File: config.mk
export PLATFORM = sky130hd
export DESIGN_NAME = mcu1
export DESIGN_NICKNAME = d
export VERILOG_FILES = /design/src/rtl/mcu1.sv
export SDC_FILE = /design/constraint.sdc
export NUM_CORES = 1
export LEC_CHECK = 0
export BUFFER_PORTS_ARGS = -buffer_cell sky130_fd_sc_hd__clkbuf_2
export CAP_MARGIN = 40
export CORE_MARGIN = 1
export CORE_UTILIZATION = 35
export CTS_BUF_LIST = sky130_fd_sc_hd__clkbuf_8
export DETAILED_ROUTE_END_ITERATION = 6
export SETUP_SLACK_MARGIN = 0.05
export SYNTH_ARGS = -nofsm -noshare
export SYNTH_HDL_FRONTEND = slang
export SYNTH_SLANG_ARGS = --single-unit
File: constraint.sdc
create_clock -name clock -period 2.1 [get_ports clock]
set_input_delay 0.21 -clock clock [delete_from_list [all_inputs] [get_ports clock]]
set_output_delay 0.21 -clock clock [all_outputs]
set_load 0.01 [all_outputs]
File: src/rtl/mcu1.sv
// mcu1: multicycle accumulator MCU (FETCH/DECODE/MEM/HALT) with a registered req/ack memory port.
// Optional single-level CALL/RET with a link register is enabled by defining MCU1_CALL_EN.
module mcu1 #(
  parameter int            W        = 16,
  parameter int            AW       = 12,
  parameter logic [AW-1:0] RESET_PC = '0
) (
  input  logic          clock,
  input  logic          reset_n,
  output logic          mem_req,
  output logic          mem_we,
  output logic [AW-1:0] mem_addr,
  output logic [W-1:0]  mem_wdata,
  input  logic [W-1:0]  mem_rdata,
  input  logic          mem_ack,
  output logic          halted,
  output logic [AW-1:0] pc_o,
  output logic [W-1:0]  a_o,
  output logic [W-1:0]  sw_o
);

  localparam int            CW     = W - 4;
  localparam logic [AW-1:0] PC_ONE = {{(AW-1){1'b0}}, 1'b1};

  typedef enum logic [1:0] {ST_FETCH, ST_DECODE, ST_MEM, ST_HALT} state_e;

  typedef enum logic [3:0] {
    OP_LD   = 4'h0, OP_ADD = 4'h1, OP_JMP = 4'h2, OP_ST   = 4'h3,
    OP_CMP  = 4'h4, OP_JEQ = 4'h5, OP_SUB = 4'h6, OP_JLT  = 4'h7,
    OP_AND  = 4'h8, OP_OR  = 4'h9, OP_XOR = 4'hA, OP_LDI  = 4'hB,
    OP_CALL = 4'hC, OP_RET = 4'hD, OP_NOP = 4'hE, OP_HALT = 4'hF
  } opcode_e;

  state_e        r_state, w_state_nxt;
  logic [AW-1:0] r_pc, w_pc_nxt;
  logic [AW-1:0] r_addr, w_addr_nxt;
  logic [AW-1:0] w_target;
  logic [W-1:0]  r_ir, w_ir_nxt;
  logic [W-1:0]  r_a, w_a_nxt;
  logic          r_n, w_n_nxt;
  logic          r_z, w_z_nxt;
  logic          r_req, w_req_nxt;
  logic          r_we, w_we_nxt;
`ifdef MCU1_CALL_EN
  logic [AW-1:0] r_lr, w_lr_nxt;
`endif

  opcode_e       w_op;
  logic [AW-1:0] w_c_addr;
  logic          w_is_mem;

  assign w_op     = opcode_e'(r_ir[W-1 -: 4]);
  assign w_c_addr = r_ir[AW-1:0];
  assign w_is_mem = w_op inside {OP_LD, OP_ADD, OP_ST, OP_CMP, OP_SUB, OP_AND, OP_OR, OP_XOR};

  // NOTE: every signal gets its hold value first so no path through the case infers a latch.
  always_comb begin
    w_state_nxt = r_state;
    w_pc_nxt    = r_pc;
    w_addr_nxt  = r_addr;
    w_ir_nxt    = r_ir;
    w_a_nxt     = r_a;
    w_n_nxt     = r_n;
    w_z_nxt     = r_z;
    w_req_nxt   = r_req;
    w_we_nxt    = r_we;
    w_target    = r_pc;
`ifdef MCU1_CALL_EN
    w_lr_nxt    = r_lr;
`endif

    case (r_state)
      ST_FETCH: begin
        if (!r_req) begin
          // First cycle out of reset: launch the initial fetch.
          w_req_nxt  = 1'b1;
          w_we_nxt   = 1'b0;
          w_addr_nxt = r_pc;
        end else if (mem_ack) begin
          w_ir_nxt    = mem_rdata;
          w_pc_nxt    = r_pc + PC_ONE;
          w_req_nxt   = 1'b0;
          w_state_nxt = ST_DECODE;
        end
      end

      ST_DECODE: begin
        if (w_is_mem) begin
          w_state_nxt = ST_MEM;
          w_req_nxt   = 1'b1;
          w_we_nxt    = (w_op == OP_ST);
          w_addr_nxt  = w_c_addr;
        end else begin
          case (w_op)
            OP_JMP:  w_target = w_c_addr;
            OP_JEQ:  if (r_z) w_target = w_c_addr;
            OP_JLT:  if (r_n) w_target = w_c_addr;
            OP_LDI:  w_a_nxt = {4'b0000, r_ir[CW-1:0]};
`ifdef MCU1_CALL_EN
            OP_CALL: begin
              w_lr_nxt = r_pc;
              w_target = w_c_addr;
            end
            OP_RET:  w_target = r_lr;
`endif
            default: ;
          endcase
          w_pc_nxt = w_target;
          if (w_op == OP_HALT) begin
            w_state_nxt = ST_HALT;
          end else begin
            w_state_nxt = ST_FETCH;
            w_req_nxt   = 1'b1;
            w_we_nxt    = 1'b0;
            w_addr_nxt  = w_target;
          end
        end
      end

      ST_MEM: begin
        if (mem_ack) begin
          case (w_op)
            OP_LD:  w_a_nxt = mem_rdata;
            OP_ADD: w_a_nxt = r_a + mem_rdata;
            OP_SUB: w_a_nxt = r_a - mem_rdata;
            OP_AND: w_a_nxt = r_a & mem_rdata;
            OP_OR:  w_a_nxt = r_a | mem_rdata;
            OP_XOR: w_a_nxt = r_a ^ mem_rdata;
            OP_CMP: begin
              w_n_nxt = (r_a < mem_rdata);
              w_z_nxt = (r_a == mem_rdata);
            end
            default: ;
          endcase
          // Back-to-back: the next fetch is issued without dropping req.
          w_state_nxt = ST_FETCH;
          w_we_nxt    = 1'b0;
          w_addr_nxt  = r_pc;
        end
      end

      ST_HALT: w_req_nxt = 1'b0;

      default: w_state_nxt = ST_FETCH;
    endcase
  end

  // NOTE: sequential state uses non-blocking assignments so all registers update together.
  always_ff @(posedge clock or negedge reset_n) begin
    if (!reset_n) begin
      r_state <= ST_FETCH;
      r_pc    <= RESET_PC;
      r_addr  <= '0;
      r_ir    <= '0;
      r_a     <= '0;
      r_n     <= 1'b0;
      r_z     <= 1'b0;
      r_req   <= 1'b0;
      r_we    <= 1'b0;
`ifdef MCU1_CALL_EN
      r_lr    <= '0;
`endif
    end else begin
      r_state <= w_state_nxt;
      r_pc    <= w_pc_nxt;
      r_addr  <= w_addr_nxt;
      r_ir    <= w_ir_nxt;
      r_a     <= w_a_nxt;
      r_n     <= w_n_nxt;
      r_z     <= w_z_nxt;
      r_req   <= w_req_nxt;
      r_we    <= w_we_nxt;
`ifdef MCU1_CALL_EN
      r_lr    <= w_lr_nxt;
`endif
    end
  end

  assign mem_req   = r_req;
  assign mem_we    = r_we;
  assign mem_addr  = r_addr;
  assign mem_wdata = r_a;
  assign halted    = (r_state == ST_HALT);
  assign pc_o      = r_pc;
  assign a_o       = r_a;
  assign sw_o      = {r_n, r_z, {(W-2){1'b0}}};

endmodule

# ---- Word level (Yosys, flattened, before mapping)
# Index checks and enable logic that the tools add are counted.
dict set report word_totals {
  ff_bits 62
  output_inout_bits 75
  input_bits 19
}
dict set report classes {
  eq_ne 24
  bitwise_logic 3
  n_reduce_logical 14
  order_cmp 1
  muxes 33
  n_addsub 3
}
# op count
set op_table {}
lappend op_table {{$mux W12} 9}
lappend op_table {{$pmux W16 S6} 1}
lappend op_table {{$pmux W12 S3} 2}
lappend op_table {{$mux W16} 3}
lappend op_table {{$pmux W16 S2} 1}
lappend op_table {{$pmux W12 S2} 1}
lappend op_table {{$eq A4 B4 Y1 const B} 5}
lappend op_table {{$add A16 B16 Y16} 1}
lappend op_table {{$and A16 B16 Y16} 1}
lappend op_table {{$eq A16 B16 Y1} 1}
lappend op_table {{$eq A4 B3 Y1 const B} 4}
lappend op_table {{$lt A16 B16 Y1} 1}
lappend op_table {{$or A16 B16 Y16} 1}
lappend op_table {{$sub A16 B16 Y16} 1}
lappend op_table {{$xor A16 B16 Y16} 1}
lappend op_table {{$add A12 B1 Y12 const B} 1}
lappend op_table {{$reduce_and A4 Y1} 3}
lappend op_table {{$mux W2} 5}
lappend op_table {{$ne A2 B2 Y1 const B} 5}
lappend op_table {{$eq A4 B2 Y1 const B} 2}
lappend op_table {{$mux W1} 8}
lappend op_table {{$reduce_bool A8 Y1} 1}
lappend op_table {{$ne A7 B7 Y1 const B} 1}
lappend op_table {{$pmux W1 S3} 2}
lappend op_table {{13 further kinds} 17}

# ---- Depth between registers and ports, before layout
# Gate-level depths: netlist (run 1).
dict set report logic_depth {
  depth_word 5
  depth_mapped 11
  depth_no_buf 11
}

# ---- Worst setup path after synthesis (run 1)
# OpenSTA, ideal clock, no wires.
dict set report synth_path {
  kind {register -> register}
  startpoint {register r_a[0], in the netlist a_o[0]}
  endpoint {register r_a[14], in the netlist a_o[14]}
  path_slack_ns -0.223
  period_less_slack_ns 2.323
  arrival_ns 2.183
  t_required_ns 1.961
  path_buffers 0
  stages_incl_launch_ff 12
  path_cell_list {dfrtp_1 inv_1 ha_1 inv_1 fa_1 nor2b_1 o21ai_0 a21oi_1 o31ai_2 o31ai_2 xnor2_1 o221ai_1}
}
dict set report synth_between {
  elab_chain_cells 4
}
# item line
set synth_rtl {}
lappend synth_rtl {{start: declaration} 39} ;# logic [W-1:0] r_a, w_a_nxt;
lappend synth_rtl {{start signal: assignment} 168} ;# r_a <= w_a_nxt;
lappend synth_rtl {{$sub A16 B16 Y16 or $add A16 B16 Y16 (tied branches)} {125, 124}}
lappend synth_rtl {{$pmux W16 S6 (*)} 122} ;# case (w_op)
lappend synth_rtl {{$mux W16 (*)} 121} ;# if (mem_ack) begin
lappend synth_rtl {{$pmux W16 S2 (*)} 72} ;# case (r_state)
# Mark *: on every way between the ends. The rest lies on a longest branch, timed or not. The select of a mux whose other input is x is not followed.
# A chain may end at the register's enable or synchronous reset.

# ---- Final worst setup path (run 1)
dict set report layout_path {
  startpoint {register r_a[0], in the netlist a_o[0]}
  endpoint {register r_a[4], in the netlist a_o[4]}
}
# The elaborated chain is that of the path after synthesis.

==> flow_summary.json, run 1 <==
{
  "min_period_ns": 2.332,
  "final_area_mm2": 0.009216,
  "power_density_mw_per_mm2": 1547,
  "crit_arrival_ns": 2.58,
  "grt_remaining_overflow": 0,
  "ff_latch_area_mm2": 0.001559,
  "vdd_drop_max_uv": 651.0,
  "hold_ws_ns": 0.1824,
  "synth.avg_cell_area_um2": 7.903,
  "drt-initial-drc-count": 475,
  "io_buffers": 79,
  "crit_path_max_incr_delay_ns": 0.43,
  "cp_num_buf_inv": 3,
  "required_ns": 2.35,
  "worstSkewPairLatency_ns": 0.38,
  "p_clk_share_pct": 9.0,
  "p_switching_mw": 6.804,
  "drc": 0,
  "endpoint_kind": "register",
  "final_layout_size_suffix_gt1_share_pct": 42.12,
  "yosysTopAreaCell": "dfrtp_1",
  "switching_share_pct": 47.72,
  "num-nets-final": 1113,
  "synth-edff-count": 0,
  "max_freq_ghz": 0.4289,
  "grt_use_total_pct": 24.53,
  "synth-seq-cells": 62,
  "core_mm2": 0.01730,
  "synth_flop_cell": "dfrtp_1",
  "cts_sinks": 62,
  "grt_pass1_vias": 6434,
  "die_w_um": 135.3,
  "crit_chain": "inv_2 -> ha_4 -> inv_2 -> fa_2 -> nor2b_4 -> buf_4 -> nor2_2 -> o21bai_1 -> a22o_1 -> o31a_1 -> o221ai_1 -> a22oi_1",
  "grt_pass1_wl_um": 34870,
  "area_delta_synth_final_pct": 48.18,
  "ios": 94,
  "drtAntennaViolNets": 0,
  "placed_cell_area_mm2": 0.008089,
  "critical_path.top_delay_family": "compound AO/OA/AOI/OAI gates",
  "slowest_stage": "dfrtp_1",
  "syn_inst": 787,
  "async_flop_share_pct": 100.0,
  "finalCritPeriodShare_pct": 111.0,
  "power.leakage_nw": 4.285,
  "vias": 6941,
  "grt_antenna_before_repair": 0,
  "rows": 48,
  "clockRootBuffer": "clkbuf_8",
  "numCtsBuffers": 9,
  "p_total_mw": 14.26,
  "start_kind": "register",
  "yosysWarnings": 0,
  "gp_congestion": 0.9754,
  "outcome": "finished, violations left",
  "synth_area_mm2": 0.006220,
  "violations": "setup timing",
  "cts_tree": "done",
  "skew_ns": 0.02201,
  "setup_violations": 12,
  "wl_per_cell_um": 18.19,
  "cp_max_fo": 3,
  "die_h_um": 135.3,
  "htreeDepth": 3,
  "synth_top_area_share_pct": 24.94,
  "dieArea_mm2": 0.01831,
  "yosysMostFrequentCell": "o21ai_0",
  "synthTopCellsByArea": "dfrtp_1 (25%), ha_1 (11%), o21ai_0 (6.0%)",
  "cp_common_cell": "inv_2",
  "drv_slew": 0,
  "instances_no_fill": 1265,
  "ys_types": 85,
  "drtPass1Iterations": 5,
  "initial_utilization_pct": 35.96,
  "synthTopCellsByCount": "o21ai_0 (74), nand2_1 (72), a21oi_1 (66)",
  "pwr-share-comb_pct": 75.5,
  "reg2reg_slack_ns": -0.23,
  "worstSetupPathType": "register to register",
  "grt_max_degree": 63,
  "fin_ws_ns": -0.2317,
  "clockBufferDepth": 2,
  "routed_wl_um": 23010,
  "multi_input_area_mm2": 0.004690,
  "internal_power_mw": 7.454,
  "diodes": 0,
  "finalHoldViolCount": 0,
  "pwr-share-seq_pct": 15.4,
  "yosysSeqAreaShare_pct": 24.94,
  "fillers": 1611,
  "cap_violations": 0,
  "post-place-ws_ns": -0.2530,
  "dpl.cell_count": 1218,
  "via_per_inst": 5.487,
  "dp_hpwl_um": 16490,
  "clkTransAtPathRegs_ns": 0.08,
  "holdCritPathClass": "primary input to register",
  "rsz0062_at_grt": "true"
}
-- final timing paths --
| check | start | endpoint | cells after the start |
|---|---|---|---|
| worst min register to register | mem_addr[6]$_DFFE_PN0P_ | mem_addr[6]$_DFFE_PN0P_ | 2 |
| max in group asynchronous | reset_n | a_o[7]$_DFFE_PN0P_ | 3 |
| min in group asynchronous | reset_n | mem_req$_DFFE_PN0P_ | 3 |
| worst min-delay path | mem_rdata[13] | r_ir[13]$_DFFE_PN0P_ | 3 |
| worst max register to register | a_o[0]$_DFFE_PN0P_ | a_o[4]$_DFFE_PN0P_ | 12 |
| worst max-delay path | a_o[0]$_DFFE_PN0P_ | a_o[4]$_DFFE_PN0P_ | 12 |
-- registers in the layout, indices dropped and copies added (netlist names) --
name      count
a_o          16
mem_addr     12
mem_req       1
mem_we        1
pc_o         12
r_ir         16
r_n           1
r_state       2
r_z           1
-- worst reg2reg max path, delay by kind of cell, from the launching register on --
family	cells	cell delay, ns
buf+inv	3	0.26
flops	1	0.43
compound gates	5	0.81
simple gates	2	0.25
fa+ha+maj	2	0.47
-- cell type report --
| cell class | count | area share (%) |
|---|---|---|
| multi-input cells | 600 | 50.88 |
| repair buffers | 302 | 24.22 |
| flip-flops and latches | 62 | 16.92 |
| well taps | 225 | 3.055 |
| inverters | 60 | 2.512 |
| clock buffers | 10 | 1.493 |
| clock inverters | 6 | 0.9232 |
-- power groups by stage --
stage	sequential, mW	clock, mW	combinational (mW)
floorplan	2.25	0	5.12
global placement	2.17	0	8.84
detailed placement	2.18	0	8.88
CTS	2.16	1.31	9.40
global route	2.27	1.36	11.5
finish	2.20	1.29	10.8
-- per-stage QoR --
step           setup TNS (ns)  utilization (%)
2_1_floorplan         -0.3644                -
5_1_grt                -2.310            53.28
6_report               -1.315            53.28
4_1_cts                -1.501            49.73
3_3_place_gp           -1.657            46.77
3_5_place_dp           -1.930            46.77
-- placed cells by master (no fill, tap or decap), types with 11 or more instances in the layout --
| master | instances |
|---|---|
| o21ai_1 | 22 |
| nand2_1 | 71 |
| nand3_1 | 17 |
| buf_6 | 16 |
| o21ai_0 | 64 |
| clkbuf_2 | 78 |
| inv_2 | 13 |
| nor2_1 | 33 |
| a21o_1 | 16 |
| o22ai_1 | 11 |
| ha_4 | 17 |
| buf_4 | 196 |
| ha_1 | 40 |
| o211ai_1 | 14 |
| conb_1 | 14 |
| a21oi_1 | 53 |
| mux2i_1 | 18 |
| inv_1 | 45 |
| a21oi_2 | 13 |
| dfrtp_1 | 56 |
-- metal layers --
layer  vias to the layer above  track usage (%)  wire length (um)
met4                         0            8.177               658
met5                         -                0                 0
met3                        58            4.115              1555
met1                      3285            34.12             10240
li1                       3308                -                 -
met2                       290            38.23             10550
-- kinds of logic (layout without fill, tap and decap cells) --
group | count (synthesis) | count (layout) | synth area share, %
other | 1 | 14 | 0.06029
buffers and inverters | 138 | 378 | 11.23
AO/OA/AOI/OAI | 294 | 294 | 30.62
adder cells (fa/ha/maj) | 59 | 59 | 12.11
XOR/XNOR | 5 | 5 | 0.7042
flip-flops | 62 | 62 | 24.94
AND/OR/NAND/NOR | 207 | 207 | 16.90
multiplexers | 21 | 21 | 3.440
-- repair_timing --
item / CTS / global route
pin swaps: 26 / 47
hold buffers: 1 / 0
setup endpoints to repair: 20 / 41
resized for setup: 42 / 101
gates cloned: 0 / 4
setup buffers: 12 / 17
endpoints found under the hold margin: 62 / 0
No activity file was read; power rests on OpenSTA's default activity.
==> inputs of run 2 (changes only) <==
==> constraint.sdc (replaced) <==
create_clock -name clock -period 2.1 [get_ports clock]
set_input_delay 0.21 -clock clock [delete_from_list [all_inputs] [get_ports clock]]
set_output_delay 0.21 -clock clock [all_outputs]
set_load 0.005 [all_outputs]
==> flow_summary.json, run 2 (same netlist as run 1, synthesis figures left out) <==
{
  "outcome": "finished, violations left",
  "violations": "setup timing",
  "dieArea_mm2": 0.01831,
  "crit_end": "a_o[14]$_DFFE_PN0P_",
  "clockRootBuffer": "clkbuf_8",
  "pwr-share-comb_pct": 75.4,
  "finalCritPeriodShare_pct": 107.8,
  "skew_ns": 0.01347,
  "io_buffers": 79,
  "grt_pass1_vias": 6456,
  "fin_ws_ns": -0.1642,
  "cts_sinks": 62,
  "power_density_mw_per_mm2": 1494,
  "clkTransAtPathRegs_ns": 0.08,
  "max_freq_ghz": 0.4417,
  "num-nets-final": 1095,
  "cts_tree": "done",
  "start_kind": "register",
  "wl_per_cell_um": 17.64,
  "crit_path_start": "a_o[0]$_DFFE_PN0P_",
  "internal_power_mw": 6.796,
  "p_clk_share_pct": 7.7,
  "finalSetupTns_ns": -1.075,
  "reg2reg_depth": 10,
  "reg2reg_slack_ns": -0.16,
  "gp_congestion": 0.9681,
  "grt_antenna_before_repair": 0,
  "worstSkewPairLatency_ns": 0.38,
  "via_per_inst": 5.431,
  "worstSetupPathType": "register to register",
  "min_period_ns": 2.264,
  "ios": 94,
  "pwr-share-seq_pct": 16.9,
  "initial_utilization_pct": 35.96,
  "min_from": "mem_rdata[13]",
  "grt_use_total_pct": 24.12,
  "routed_wl_um": 21990,
  "post-place-ws_ns": -0.2782,
  "finalHoldViolCount": 0,
  "holdCritPathClass": "primary input to register",
  "endpoint_kind": "register",
  "switching_share_pct": 48.31,
  "power.leakage_nw": 4.124,
  "cap_violations": 0,
  "crit_arrival_ns": 2.51,
  "htreeDepth": 3,
  "drv_slew": 0,
  "slew_headroom_pct": 59.81,
  "diodes": 0,
  "most-common-layout-cells": "buf_4 (183), clkbuf_2 (78), nand2_1 (71)",
  "final_layout_size_suffix_gt1_share_pct": 38.26,
  "core_mm2": 0.01730,
  "grt_max_degree": 35,
  "reg2reg_from": "a_o[0]$_DFFE_PN0P_",
  "setup_violations": 11,
  "die_w_um": 135.3,
  "drc": 0,
  "tightest_slew_ns": 0.6028,
  "final_common_cell": "buf_4",
  "grt_pass1_wl_um": 34070,
  "cp_max_fo": 3,
  "required_ns": 2.35,
  "rsz0062_at_grt": "true",
  "drt-initial-drc-count": 392,
  "clockBufferDepth": 2,
  "die_h_um": 135.3,
  "vdd_drop_max_uv": 569.6,
  "drtAntennaViolNets": 0,
  "grt_remaining_overflow": 0,
  "rows": 48,
  "vias": 6773,
  "drtPass1Iterations": 5,
  "p_switching_mw": 6.353,
  "numCtsBuffers": 9,
  "r2r_end": "a_o[14]$_DFFE_PN0P_",
  "area_delta_synth_final_pct": 41.46,
  "dp_hpwl_um": 16700
}
run 2: cell types whose count changed in the layout (fill, tap and decap cells not counted), moves of 4 or more:
cell / before / now
buf_4: 196 / 183
inv_1: 45 / 52
inv_2: 13 / 6
ha_1: 40 / 46
ha_4: 17 / 11
a21oi_1: 53 / 58
a21oi_2: 13 / 9
nor2_1: 33 / 37
nor2_2: 5 / 1
run 2: per-stage QoR:
stage | hold WS, ns | util (%) | instances | power [mW] | area (um^2)
6_report | 0.1641 | 50.87 | 1247 | 13.15 | 8798
5_1_grt | 0.1858 | 50.87 | 1247 | 14.09 | 8798
4_1_cts | 0.1452 | 49.55 | 1242 | 12.53 | 8571
3_5_place_dp | 0.2481 | 46.59 | 1214 | 10.87 | 8058
3_3_place_gp | 0.2635 | 46.59 | 1214 | 10.78 | 8058
2_1_floorplan | -0.08559 | - | 800 | 7.226 | 6421
run 2: worst min path at each step:
| stage | end | slack (ns) | cells after the start |
|---|---|---|---|
| after floorplan | a_o[0]$_DFFE_PN0P_ | -0.09 | 0 |
| after global placement | mem_req$_DFFE_PN0P_ | 0.26 | 1 |
| after detailed placement | mem_req$_DFFE_PN0P_ | 0.25 | 1 |
| after CTS | r_ir[13]$_DFFE_PN0P_ | 0.15 | 3 |
| after global routing | r_ir[12]$_DFFE_PN0P_ | 0.19 | 3 |
| final | r_ir[13]$_DFFE_PN0P_ | 0.16 | 3 |
run 2: area by class of cell:
type                    count  area [um^2]
flip-flops and latches     62         1556
well taps                 225        281.5
clock inverters             7        48.80
inverters                  60        225.2
repair buffers            283         2024
fillers                  1654         8498
multi-input cells         601         4538
clock buffers               9        123.9
run 2: power by group through the flow:
stage / logic (mW) / clock network [mW] / registers (mW)
final: 9.92 / 1.01 / 2.22
after global routing: 10.7 / 1.09 / 2.29
after CTS: 9.30 / 1.04 / 2.20
after detailed placement: 8.66 / 0 / 2.22
after global placement: 8.58 / 0 / 2.20
after floorplan: 5.08 / 0 / 2.14
run 2: routing by layer:
metal,vias to the layer above,track usage [%],wire length (um)
met5,-,0,0
met4,0,7.491,349
met3,33,5.163,1308
met2,221,39.63,10340
met1,3251,31.44,9988
li1,3268,-,-
run 2: timing repair:
action	CTS	global route
cloned	1	2
hold buffers	1	0
pin swaps	23	24
hold endpoints to repair	18	0
setup endpoints to repair	26	41
buffers inserted	10	4
gates resized for setup	51	47
run 2: critical path, stage by stage (launching register included):
cell	delay, ns
dfrtp_2	0.45
ha_4	0.18
fa_2	0.34
a21o_1	0.19
nand4_1	0.12
a21oi_2	0.11
o21ai_1	0.17
buf_4	0.14
a41oi_2	0.14
mux2i_1	0.17
o221ai_1	0.11
==> inputs of run 3 (changes only) <==
--- a/config.mk
+++ b/config.mk
@@ -11,7 +11,10 @@
 export CORE_UTILIZATION = 35
 export CTS_BUF_LIST = sky130_fd_sc_hd__clkbuf_8
 export DETAILED_ROUTE_END_ITERATION = 6
+export PLACE_DENSITY = 0.56
 export SETUP_SLACK_MARGIN = 0.05
+export SKIP_CTS_REPAIR_TIMING = 1
+export SLEW_MARGIN = 10
 export SYNTH_ARGS = -nofsm -noshare
 export SYNTH_HDL_FRONTEND = slang
 export SYNTH_SLANG_ARGS = --single-unit
==> flow_summary.json, run 3 (same netlist as run 1, synthesis figures left out) <==
{
  "placed_cell_area_mm2": 0.008045,
  "power.leakage_nw": 4.131,
  "worstSetupPathType": "register to register",
  "final_common_cell": "buf_4",
  "finalSetupTns_ns": -1.039,
  "wl_per_cell_um": 17.71,
  "dieArea_mm2": 0.01831,
  "htreeDepth": 3,
  "num-nets-final": 1090,
  "clockBufferDepth": 2,
  "routed_wl_um": 21990,
  "grt_use_total_pct": 24.03,
  "cp_max_fo": 3,
  "setup_violations": 13,
  "io_buffers": 79,
  "drtAntennaViolNets": 0,
  "numCtsBuffers": 9,
  "post-place-ws_ns": -0.2840,
  "finalHoldViolCount": 0,
  "final_area_mm2": 0.008802,
  "rows": 48,
  "worstSkewPairLatency_ns": 0.38,
  "hold_ws_ns": 0.1885,
  "die_h_um": 135.3,
  "finalCritPeriodShare_pct": 108.1,
  "cts_sinks": 62,
  "most-common-layout-cells": "buf_4 (185), clkbuf_2 (78), nand2_1 (68)",
  "start_kind": "register",
  "min_period_ns": 2.271,
  "die_w_um": 135.3,
  "cap_violations": 0,
  "ios": 94,
  "max_freq_ghz": 0.4404,
  "initial_utilization_pct": 35.96,
  "dp_hpwl_um": 17220,
  "skew_ns": 0.01310,
  "via_per_inst": 5.391,
  "diodes": 0,
  "crit_arrival_ns": 2.53,
  "drtPass1Iterations": 5,
  "vias": 6696,
  "violations": "setup timing",
  "grt_remaining_overflow": 0,
  "fin_ws_ns": -0.1709,
  "grt_pass1_vias": 6181,
  "endpoint_kind": "register",
  "vdd_drop_max_uv": 589.3,
  "drv_slew": 0,
  "power_density_mw_per_mm2": 1497,
  "clkTransAtPathRegs_ns": 0.08,
  "rsz0062_at_grt": "true",
  "grt_antenna_before_repair": 0,
  "outcome": "finished, violations left",
  "cts_tree": "done",
  "clockRootBuffer": "clkbuf_8",
  "instances_no_fill": 1242,
  "required_ns": 2.35,
  "dpl.cell_count": 1209,
  "area_delta_synth_final_pct": 41.52,
  "gp_congestion": 0.9609,
  "drc": 0,
  "grt_pass1_wl_um": 33580,
  "grt_max_degree": 35,
  "holdCritPathClass": "primary input to register",
  "drt-initial-drc-count": 341,
  "final_layout_size_suffix_gt1_share_pct": 37.76,
  "core_mm2": 0.01730
}
-- run 3: cell type report --
type	instances	area (um^2)
clock buffer	11	151.4
tap	225	281.5
inverter	60	225.2
timing repair buffer	279	2017
sequential	62	1558
fill	1698	8494
clock inverter	5	81.33
multi-input combinational	600	4488
-- run 3: metrics by stage --
step	utilization (%)	power, mW
2_1_floorplan	-	7.226
4_1_cts	47.86	12.24
5_1_grt	50.89	14.16
3_5_place_dp	46.51	10.88
6_report	50.89	13.18
3_3_place_gp	46.51	10.83
-- run 3: worst paths after layout --
path / from / to / slack (ns) / depth (start not counted)
worst min register to register: mem_addr[0]$_DFFE_PN0P_ / mem_addr[0]$_DFFE_PN0P_ / 0.48 / 2
max in group asynchronous: reset_n / mem_addr[11]$_DFFE_PN0P_ / 1.20 / 3
worst max register to register: a_o[0]$_DFFE_PN0P_ / a_o[12]$_DFFE_PN0P_ / -0.17 / 12
worst max-delay path: a_o[0]$_DFFE_PN0P_ / a_o[12]$_DFFE_PN0P_ / -0.17 / 12
min in group asynchronous: reset_n / pc_o[11]$_DFFE_PN0P_ / 0.33 / 2
worst min-delay path: mem_rdata[15] / r_ir[15]$_DFFE_PN0P_ / 0.19 / 3
-- run 3: power by group --
| group | switching (mW) | internal (mW) | total [mW] |
|---|---|---|---|
| Sequential | 0.514 | 1.67 | 2.19 |
| Clock | 0.563 | 0.733 | 1.30 |
| Combinational | 5.12 | 4.58 | 9.70 |
-- run 3: routing by layer --
layer / vias to the layer above / GRT usage (%) / routed length [um]
met4: 0 / 7.803 / 498
met1: 3150 / 32.25 / 9838
li1: 3252 / - / -
met5: - / 0 / 0
met3: 41 / 5.088 / 1459
met2: 253 / 38.21 / 10200
-- run 3: critical path, cell delays in order (launching register included) --
cell,delay (ns)
dfrtp_2,0.44
inv_2,0.08
ha_4,0.13
inv_2,0.04
fa_2,0.33
nor2b_4,0.14
o21ai_2,0.15
a21oi_4,0.10
o31ai_4,0.24
buf_4,0.17
nor4_2,0.03
nor3_1,0.18
o211ai_1,0.13
